**config.mk**
```make
export PLATFORM = sky130hd
export DESIGN_NAME = io_port_decoder
export DESIGN_NICKNAME = d
export VERILOG_FILES = /design/src/rtl/io_port_decoder.sv
export SDC_FILE = /design/constraint.sdc
export NUM_CORES = 1
export LEC_CHECK = 0
export ABC_AREA = 1
export BUFFER_PORTS_ARGS = -buffer_cell sky130_fd_sc_hd__buf_4
export CELL_PAD_IN_SITES_DETAIL_PLACEMENT = 1
export CELL_PAD_IN_SITES_GLOBAL_PLACEMENT = 1
export CORE_ASPECT_RATIO = 0.5
export CORE_MARGIN = 5
export CORE_UTILIZATION = 35
export CTS_BUF_LIST = sky130_fd_sc_hd__clkbuf_2 sky130_fd_sc_hd__clkbuf_4 sky130_fd_sc_hd__clkbuf_8
export DETAILED_ROUTE_END_ITERATION = 10
export PLACE_DENSITY = 0.78
export SKIP_LAST_GASP = 1
export SYNTH_ARGS = -nofsm -noshare
export SYNTH_HDL_FRONTEND = slang
export SYNTH_SLANG_ARGS = --single-unit
```
**constraint.sdc**
```tcl
create_clock -name clock -period 1.4 [get_ports clock]
set_input_delay 0 -clock clock [delete_from_list [all_inputs] [get_ports clock]]
set_output_delay 0 -clock clock [all_outputs]
set_load 0.03 [all_outputs]
```
**src/rtl/io_port_decoder.sv**
```systemverilog
// -----------------------------------------------------------------------------
// io_port_decoder
//
// Registered I/O port decoder for the CPU I/O bus. Each of NUM_PORTS address
// windows is described by a base/mask pair. An access starts on the rising
// edge of ioread or iowrite. It then steps through a small FSM:
//   IDLE -> ACTIVE (chip select asserted, per-port wait states counted)
//        -> STROBE (one-cycle read or write strobe, io_ready raised)
//        -> HOLD   (io_ready and chip select held until both requests drop)
// An unmatched request, or a request where read and write are both high,
// goes straight to HOLD. It raises io_ready without a chip select or strobe,
// so the CPU never stalls on an empty address.
//
// Optional feature (macro IO_UNMAPPED_DETECT_EN):
//   When the macro is defined, the outputs unmapped_err and unmapped_addr
//   are added. unmapped_err is a one-cycle pulse and unmapped_addr is the
//   latched offending address. When the macro is undefined, both ports and
//   their logic are absent.
//
// Ports:
//   clock          in   system clock, rising edge
//   reset          in   synchronous, active-high reset
//   address        in   I/O address, sampled on the request edge only
//   iowrite        in   I/O write request (level)
//   ioread         in   I/O read request (level)
//   port_cs        out  one-hot registered chip select
//   port_wr_stb    out  one-cycle write strobe for the selected port
//   port_rd_stb    out  one-cycle read strobe for the selected port
//   io_ready       out  access complete, held until the request drops
//   busy           out  FSM is not in IDLE
//   unmapped_err   out  (optional) pulse on an unmatched or simultaneous request
//   unmapped_addr  out  (optional) address of the last such request
// -----------------------------------------------------------------------------
module io_port_decoder #(
    parameter int ADDR_WIDTH = 8,
    parameter int NUM_PORTS  = 4,
    parameter logic [NUM_PORTS*ADDR_WIDTH-1:0] PORT_BASE = {8'h20, 8'h10, 8'h00, 8'hFF},
    parameter logic [NUM_PORTS*ADDR_WIDTH-1:0] PORT_MASK = {8'hFF, 8'hF0, 8'hFE, 8'hFF},
    parameter logic [NUM_PORTS*4-1:0]          PORT_WAIT = {4'd3, 4'd0, 4'd1, 4'd0}
) (
    input  logic                  clock,
    input  logic                  reset,
    input  logic [ADDR_WIDTH-1:0] address,
    input  logic                  iowrite,
    input  logic                  ioread,
    output logic [NUM_PORTS-1:0]  port_cs,
    output logic [NUM_PORTS-1:0]  port_wr_stb,
    output logic [NUM_PORTS-1:0]  port_rd_stb,
    output logic                  io_ready,
    output logic                  busy
`ifdef IO_UNMAPPED_DETECT_EN
    ,
    output logic                  unmapped_err,
    output logic [ADDR_WIDTH-1:0] unmapped_addr
`endif
);

    localparam int IDX_W = (NUM_PORTS > 1) ? $clog2(NUM_PORTS) : 1;

    typedef enum logic [1:0] {
        S_IDLE   = 2'd0,
        S_ACTIVE = 2'd1,
        S_STROBE = 2'd2,
        S_HOLD   = 2'd3
    } state_t;

    // State and registered outputs
    state_t                 r_state;
    logic [3:0]             r_cnt;
    logic                   r_dir_wr;
    logic                   r_prev_wr;
    logic                   r_prev_rd;
    logic [NUM_PORTS-1:0]   r_cs;
    logic [NUM_PORTS-1:0]   r_wr_stb;
    logic [NUM_PORTS-1:0]   r_rd_stb;
    logic                   r_ready;

    // Next-state values
    state_t                 w_state_nxt;
    logic [3:0]             w_cnt_nxt;
    logic                   w_dir_wr_nxt;
    logic [NUM_PORTS-1:0]   w_cs_nxt;
    logic [NUM_PORTS-1:0]   w_wr_stb_nxt;
    logic [NUM_PORTS-1:0]   w_rd_stb_nxt;
    logic                   w_ready_nxt;

    // Decode results
    logic                   w_match;
    logic [IDX_W-1:0]       w_match_idx;
    logic [NUM_PORTS-1:0]   w_match_onehot;
    logic [3:0]             w_match_wait;
    logic                   w_wr_edge;
    logic                   w_rd_edge;
    logic                   w_req_edge;
    logic                   w_req_both;
    logic                   w_req_active;
    logic                   w_req_none;
    logic                   w_reject;

`ifdef IO_UNMAPPED_DETECT_EN
    logic                   r_err;
    logic [ADDR_WIDTH-1:0]  r_uaddr;
    logic                   w_err_nxt;
    logic [ADDR_WIDTH-1:0]  w_uaddr_nxt;
`endif

    // The previous-request registers are reset to 1. A request that is
    // already high when reset is released therefore produces no edge.
    assign w_wr_edge  = iowrite & ~r_prev_wr;
    assign w_rd_edge  = ioread  & ~r_prev_rd;
    assign w_req_edge = w_wr_edge | w_rd_edge;
    assign w_req_both = iowrite & ioread;
    assign w_req_none = ~iowrite & ~ioread;

    // Abort watches only the request line that started the access.
    assign w_req_active = r_dir_wr ? iowrite : ioread;

    // Address window decode. The loop scans from the highest index down,
    // so on overlapping windows the lowest index is the last writer and wins.
    always_comb begin
        w_match     = 1'b0;
        w_match_idx = '0;
        for (int i = NUM_PORTS - 1; i >= 0; i--) begin
            if ((address & PORT_MASK[i*ADDR_WIDTH +: ADDR_WIDTH]) ==
                (PORT_BASE[i*ADDR_WIDTH +: ADDR_WIDTH] & PORT_MASK[i*ADDR_WIDTH +: ADDR_WIDTH])) begin
                w_match     = 1'b1;
                w_match_idx = IDX_W'(i);
            end
        end
    end

    always_comb begin
        w_match_onehot              = '0;
        w_match_onehot[w_match_idx] = 1'b1;
    end

    assign w_match_wait = PORT_WAIT[int'(w_match_idx)*4 +: 4];

    // The rejected case covers both unmatched and simultaneous requests.
    // It completes at once, without a chip select or strobe.
    assign w_reject = w_req_both | ~w_match;

    // Next-state and next-output logic
    always_comb begin
        w_state_nxt  = r_state;
        w_cnt_nxt    = r_cnt;
        w_dir_wr_nxt = r_dir_wr;
        w_cs_nxt     = r_cs;
        w_wr_stb_nxt = '0;
        w_rd_stb_nxt = '0;
        w_ready_nxt  = r_ready;
`ifdef IO_UNMAPPED_DETECT_EN
        w_err_nxt    = 1'b0;
        w_uaddr_nxt  = r_uaddr;
`endif

        case (r_state)
            S_IDLE: begin
                w_cs_nxt    = '0;
                w_ready_nxt = 1'b0;
                if (w_req_edge) begin
                    if (w_reject) begin
                        w_state_nxt = S_HOLD;
                        w_ready_nxt = 1'b1;
`ifdef IO_UNMAPPED_DETECT_EN
                        w_err_nxt   = 1'b1;
                        w_uaddr_nxt = address;
`endif
                    end else begin
                        w_state_nxt  = S_ACTIVE;
                        w_cs_nxt     = w_match_onehot;
                        w_cnt_nxt    = w_match_wait;
                        w_dir_wr_nxt = iowrite;
                    end
                end
            end

            S_ACTIVE: begin
                if (!w_req_active) begin
                    w_state_nxt = S_IDLE;
                    w_cs_nxt    = '0;
                end else if (r_cnt == 4'd0) begin
                    w_state_nxt = S_STROBE;
                    w_ready_nxt = 1'b1;
                    // r_cs already holds the one-hot select of the latched port.
                    if (r_dir_wr) begin
                        w_wr_stb_nxt = r_cs;
                    end else begin
                        w_rd_stb_nxt = r_cs;
                    end
                end else begin
                    w_cnt_nxt = r_cnt - 4'd1;
                end
            end

            S_STROBE: begin
                w_state_nxt = S_HOLD;
            end

            S_HOLD: begin
                if (w_req_none) begin
                    w_state_nxt = S_IDLE;
                    w_ready_nxt = 1'b0;
                    w_cs_nxt    = '0;
                end
            end

            default: begin
                w_state_nxt = S_IDLE;
                w_cs_nxt    = '0;
                w_ready_nxt = 1'b0;
            end
        endcase
    end

    // State register
    always_ff @(posedge clock) begin
        if (reset) begin
            r_state   <= S_IDLE;
            r_cnt     <= 4'd0;
            r_dir_wr  <= 1'b0;
            r_prev_wr <= 1'b1;
            r_prev_rd <= 1'b1;
            r_cs      <= '0;
            r_wr_stb  <= '0;
            r_rd_stb  <= '0;
            r_ready   <= 1'b0;
        end else begin
            r_state   <= w_state_nxt;
            r_cnt     <= w_cnt_nxt;
            r_dir_wr  <= w_dir_wr_nxt;
            r_prev_wr <= iowrite;
            r_prev_rd <= ioread;
            r_cs      <= w_cs_nxt;
            r_wr_stb  <= w_wr_stb_nxt;
            r_rd_stb  <= w_rd_stb_nxt;
            r_ready   <= w_ready_nxt;
        end
    end

`ifdef IO_UNMAPPED_DETECT_EN
    always_ff @(posedge clock) begin
        if (reset) begin
            r_err   <= 1'b0;
            r_uaddr <= '0;
        end else begin
            r_err   <= w_err_nxt;
            r_uaddr <= w_uaddr_nxt;
        end
    end

    assign unmapped_err  = r_err;
    assign unmapped_addr = r_uaddr;
`endif

    assign port_cs     = r_cs;
    assign port_wr_stb = r_wr_stb;
    assign port_rd_stb = r_rd_stb;
    assign io_ready    = r_ready;
    assign busy        = (r_state != S_IDLE);

endmodule

```
## Word-level counts from Yosys, hierarchy flattened

Index checks and enable logic that the tools add are counted.

- Output and inout port bits: 14
- Bits in registers: 22
- Bits of input ports: 12
- Word-level logic and storage cells: 90

- Shifts and indexed selects: 1
- Reduce and logical (&&, ||, !) cells: 14
- Eq/ne operators: 14
- Bitwise operators: 16
- Add/sub/neg operators: 1
- Muxes and demuxes: 33
- $lt $le $gt $ge: 2

Operators by type and width:

| operator | count |
|---|---|
| 2-to-1 mux 4 bit | 8 |
| 2-to-1 mux 2 bit | 9 |
| indexed part select 16 x 5 -> 4 bit (first input constant) | 1 |
| != test 2 bit (second input constant) | 7 |
| case mux 4 bit (3 select lines) | 1 |
| 2-to-1 mux 1 bit | 11 |
| inverter 1 bit | 10 |
| OR reduction 5 bit | 2 |
| AND reduction 3 bit | 3 |
| equality test 8 x 6 -> 1 bit (second input constant) | 1 |
| equality test 8 bit (second input constant) | 1 |
| logical NOT 8 bit | 1 |
| case mux 2 bit (4 select lines) | 1 |
| case mux 4 bit (2 select lines) | 1 |
| AND reduction 5 bit | 1 |
| AND 1 bit | 4 |
| equality test 2 bit (second input constant) | 2 |
| equality test 4 x 1 -> 1 bit (second input constant) | 1 |
| logical NOT 4 bit | 1 |
| AND reduction 4 bit | 1 |
| nonzero test 2 bit | 2 |
| subtractor 4 x 1 -> 4 bit (second input constant) | 1 |
| < comparator 2 x 3 -> 1 bit (second input constant) | 1 |
| != test 3 bit (second input constant) | 1 |
| 8 further kinds | 9 |

## Logic depth before layout (Yosys ltp)

- Word-level depth: 12
- Gate-level depth with buffers: 12
- Gate-level depth less buffers: 12

## Worst setup path before layout

No wires, ideal clock.

- Path kind: flip-flop to flip-flop
- Start point: reg r_cnt[0]
- End point: reg r_cnt[0]
- Period minus slack after synthesis: 1433 ps
- Library setup time: 115 ps
- Arrival time: 1318 ps
- Buffers on the path: 0
- Path slack: -33 ps
- Data required time: 1285 ps
- Cell stages (with the launch flop): 10
- Path through: dfxtp_1 > inv_1 > ha_1 > nor3b_1 > nand2_1 > nand2_1 > nor3_4 > nand3_1 > nand2_1 > nor2_1

- Word-level cells in the longest chain between the ends: 4
- Elaborated cells between the ends (all ways): 7

RTL lines:

| element | RTL line | text |
|---|---|---|
| start: declaration | 69 | `logic [3:0] r_cnt;` |
| start signal: assignment | 230 | `r_cnt <= w_cnt_nxt;` |
| subtractor 4 x 1 -> 4 bit | 192 | `w_cnt_nxt = r_cnt - 4'd1;` |
| 2-to-1 mux 4 bit | 182 | `end else if (r_cnt == 4'd0) begin` |
| 2-to-1 mux 4 bit | 179 | `if (!w_req_active) begin` |
| case mux 4 bit (2 select lines) | 157 | `case (r_state)` |

Several ways; a longest one is shown, not always the timed one. The select of a mux whose other input is x is not followed.
A chain may end at the register's enable or synchronous reset.

## Worst setup path after layout

- Start point: reg r_cnt[0]
- End point: reg r_cnt[3]

The elaborated chain is that of the path after synthesis.

==> results.py <==
metrics = {
    "yosys": {
        "synth_edf_count": 0,
        "ys.flop_type": "dfxtp_1",
        "synthCells": 181,
        "synth-async-reset-ratio_pct": 0,
        "syn-num-nets": 195,
        "synth_cell_type_count": 21,
        "post_synth.cell_area_avg_sq_um": 6.54,
        "yosysWarnings": 0,
        "synth_seq_cells": 22,
        "yosysSeqAreaShare_pct": 37.2,
        "netlist_area_sq_um": 1180,
    },
    "power": {
        "switching_share_pct": 41.2,
        "ir_drop_uv": 590,
        "p_comb_share_pct": 50.7,
        "internal_power_mw": 1.75,
        "p_sw_mw": 1.23,
        "clockPowerShare_pct": 20.4,
        "leakagePower_nw": 0.769,
        "power_mw": 2.98,
        "power.density_nw_per_um2": 1820,
        "seqPwrFrac_pct": 28.9,
    },
    "timing": {
        "finalHoldViolations": 0,
        "setup_viol": 13,
        "grt_setup_unrepaired": "yes",
        "timing.fmax_ghz": 0.664,
        "min_period_over_period_pct": 108,
        "drv_slew": 0,
        "fin_skew_ns": 0.0106,
        "hold_ws_ns": 0.0281,
        "fin_ws_ns": -0.106,
        "worstMarginPinSlew_ns": 0.434,
        "fin_crit_ns": 1.51,
        "tns_ns": -0.681,
        "max-slew-margin-rel_pct": 71.0,
    },
    "place": {
        "gp_congestion": 0.791,
        "dp_cells": 255,
        "dp_hpwl_um": 2650,
        "io_buffers": 25,
    },
    "floorplanning": {
        "die_area_sq_um": 4720,
        "rows": 14,
        "die_h_um": 51.1,
        "ioPinCount": 26,
        "start_util_pct": 38.0,
        "die_x_um": 92.2,
        "core_sq_um": 3120,
    },
    "setup_path": {
        "cp_data_required_time_ns": 1.57,
        "reg2reg_from": "r_cnt[0]$_SDFFE_PP0P_",
        "crit_top_cell": "nand2_2",
        "path_max_fanout": 8,
        "cp-end-kind": "register",
        "critical_path_class": "reg2reg",
        "cp_num_buf_inv": 1,
        "reg2reg_slack_ns": -0.11,
        "r2r_cells": 9,
        "critical_path.cell_chain": "inv_2, ha_4, nor3b_4, nand2_2, nand2_2, nor3_4, nand3_1, nand2_1, nor2_1",
        "critPathMaxStageDelay_ns": 0.35,
        "start_kind": "register",
        "r2r-end": "r_cnt[3]$_SDFFE_PP0P_",
        "arrival_ns": 1.68,
        "crit_family": "simple AND/OR/NAND/NOR gates",
        "slowest_stage": "dfxtp_2",
    },
    "layout": {
        "syn_to_final_growth_pct": 38.4,
        "final_cell_mix": "43 x nand2_1, 36 x nor2_1, 36 x buf_4, 21 x inv_1, 18 x dfxtp_1",
        "final_nets": 238,
        "layout_commonest_cell": "nand2_1",
        "diodes": 0,
        "num-fill-cells": 422,
        "stdcell_count": 263,
        "final_layout_size_suffix_gt1_share_pct": 29.6,
    },
    "grt": {
        "grt_pass1_vias": 1317,
        "grt_pass1_wl_um": 6290,
        "grt_max_degree": 14,
        "track_usage_pct": 16.9,
        "antenna_found_initial": 0,
        "grt_overflow": 0,
    },
    "run_status": {
        "outcome": "finished, violations left",
        "violations": "setup timing",
    },
    "clock_tree": {
        "cts_tree": "built",
        "clk_path_buf_depth": 2,
        "clk_pin_slew_ns": 0.09,
        "h-tree-depth": 1,
        "clockRootBuffer": "clkbuf_8",
        "cts_buffers": 3,
        "clock-sinks": 22,
        "clk_latency_ns": 0.27,
    },
    "detailed_routing": {
        "firstDrtPassIters": 4,
        "wl_per_cell_um": 14.6,
        "vias_per_cell": 4.87,
        "drc_errors": 0,
        "dr_total_vias": 1281,
        "drt_iter0_markers": 18,
        "wl_um": 3840,
        "ant_nets": 0,
    },
    "min_path": {
        "worstHoldStart": "ioread",
        "hold_path_end": "r_prev_rd$_SDFF_PP1_",
        "min_path_cells": 3,
        "hp-class": "in2reg",
    },
    "run": {
        "cap_violations": 0,
    },
}
[sequential cells by signal, summed over array words and instances, names as in the netlist]
name and flops:
port_rd_stb 4, r_prev_wr 1, r_prev_rd 1, port_cs 4, port_wr_stb 4, r_state 2
r_dir_wr 1, io_ready 1, r_cnt 4
[repair_timing]
item,4_1_cts,5_1_grt
pin swaps,3,3
setup buffers,1,1
endpoints found under the hold margin,5,0
hold buffers,2,0
resized for setup,14,3
endpoints found under the setup margin,13,19
[kinds of logic (layout without fill, tap and decap cells)]
| kind of cell | Yosys count | in the layout | synth area share (%) |
|---|---|---|---|
| compound gates | 23 | 23 | 11.6 |
| fa+ha+maj | 2 | 2 | 2.11 |
| buf+inv | 30 | 72 | 10.1 |
| flops | 22 | 22 | 37.2 |
| simple gates | 104 | 104 | 38.9 |
[stage by stage]
stage	utilization, %	setup WS [ns]	cell area, sq um
2_1_floorplan	-	0.0180	1190
3_3_place_gp	47.8	-0.0240	1490
3_5_place_dp	47.8	-0.109	1490
4_1_cts	52.1	-0.0495	1630
5_1_grt	52.5	-0.209	1640
6_report	52.5	-0.106	1640
[Yosys cell counts (2+ instances only)]
master / n / share of area (%)
o21ai_0: 6 / 2.5
dfxtp_1: 22 / 37
nor2_1: 36 / 11
a21oi_1: 14 / 5.9
nand2_1: 45 / 14
nand3_1: 8 / 3.4
ha_1: 2 / 2.1
nor3_1: 3 / 1.3
inv_2: 3 / 0.95
inv_1: 26 / 8.2
nand4_1: 4 / 2.1
nor2_4: 3 / 2.9
[worst reg2reg max path: stages (launching register included)]
cell and delay, ns:
dfxtp_2 0.35, inv_2 0.06, ha_4 0.15, nor3b_4 0.15
nand2_2 0.10, nand2_2 0.07, nor3_4 0.28, nand3_1 0.13
nand2_1 0.08, nor2_1 0.05
[area by class of cell]
class / instances / area, sq um / area share, %
Inverter: 29 / 115 / 7.03
Timing Repair Buffer: 39 / 302 / 18.4
Clock inverter: 1 / 30.0 / 1.83
Sequential cell: 22 / 448 / 27.3
Multi-Input combinational cell: 129 / 652 / 39.8
Clock buffer: 3 / 41.3 / 2.52
Tap cell: 40 / 50.0 / 3.06
[power groups by stage]
stage / Sequential, mW / Clock (mW) / Combinational [mW]
2_1_floorplan: 0.849 / 0 / 0.815
3_3_place_gp: 0.831 / 0 / 1.24
3_5_place_dp: 0.838 / 0 / 1.28
4_1_cts: 0.851 / 0.620 / 1.42
5_1_grt: 0.880 / 0.652 / 1.65
6_report: 0.862 / 0.608 / 1.51
[routing by layer]
layer	GRT usage, %	vias to the layer above	routed length, um
met5	0	-	0
met4	3.69	0	71
met3	4.11	8	179
met2	30.3	35	1850
met1	21.0	587	1740
li1	-	651	-
[how the worst max path moves through the flow]
stage                                     start                     to  depth (start not counted)
final                     r_cnt[0]$_SDFFE_PP0P_  r_cnt[3]$_SDFFE_PP0P_                          9
after global routing      r_cnt[0]$_SDFFE_PP0P_  r_cnt[3]$_SDFFE_PP0P_                          9
after CTS                 r_cnt[1]$_SDFFE_PP0P_  r_cnt[3]$_SDFFE_PP0P_                          9
after detailed placement  r_cnt[0]$_SDFFE_PP0P_  r_cnt[3]$_SDFFE_PP0P_                          9
after global placement    r_cnt[0]$_SDFFE_PP0P_  r_cnt[2]$_SDFFE_PP0P_                          9
after floorplan           r_cnt[0]$_SDFFE_PP0P_  r_cnt[0]$_SDFFE_PP0P_                          9
Note: power is estimated with default switching activity, not from simulation.
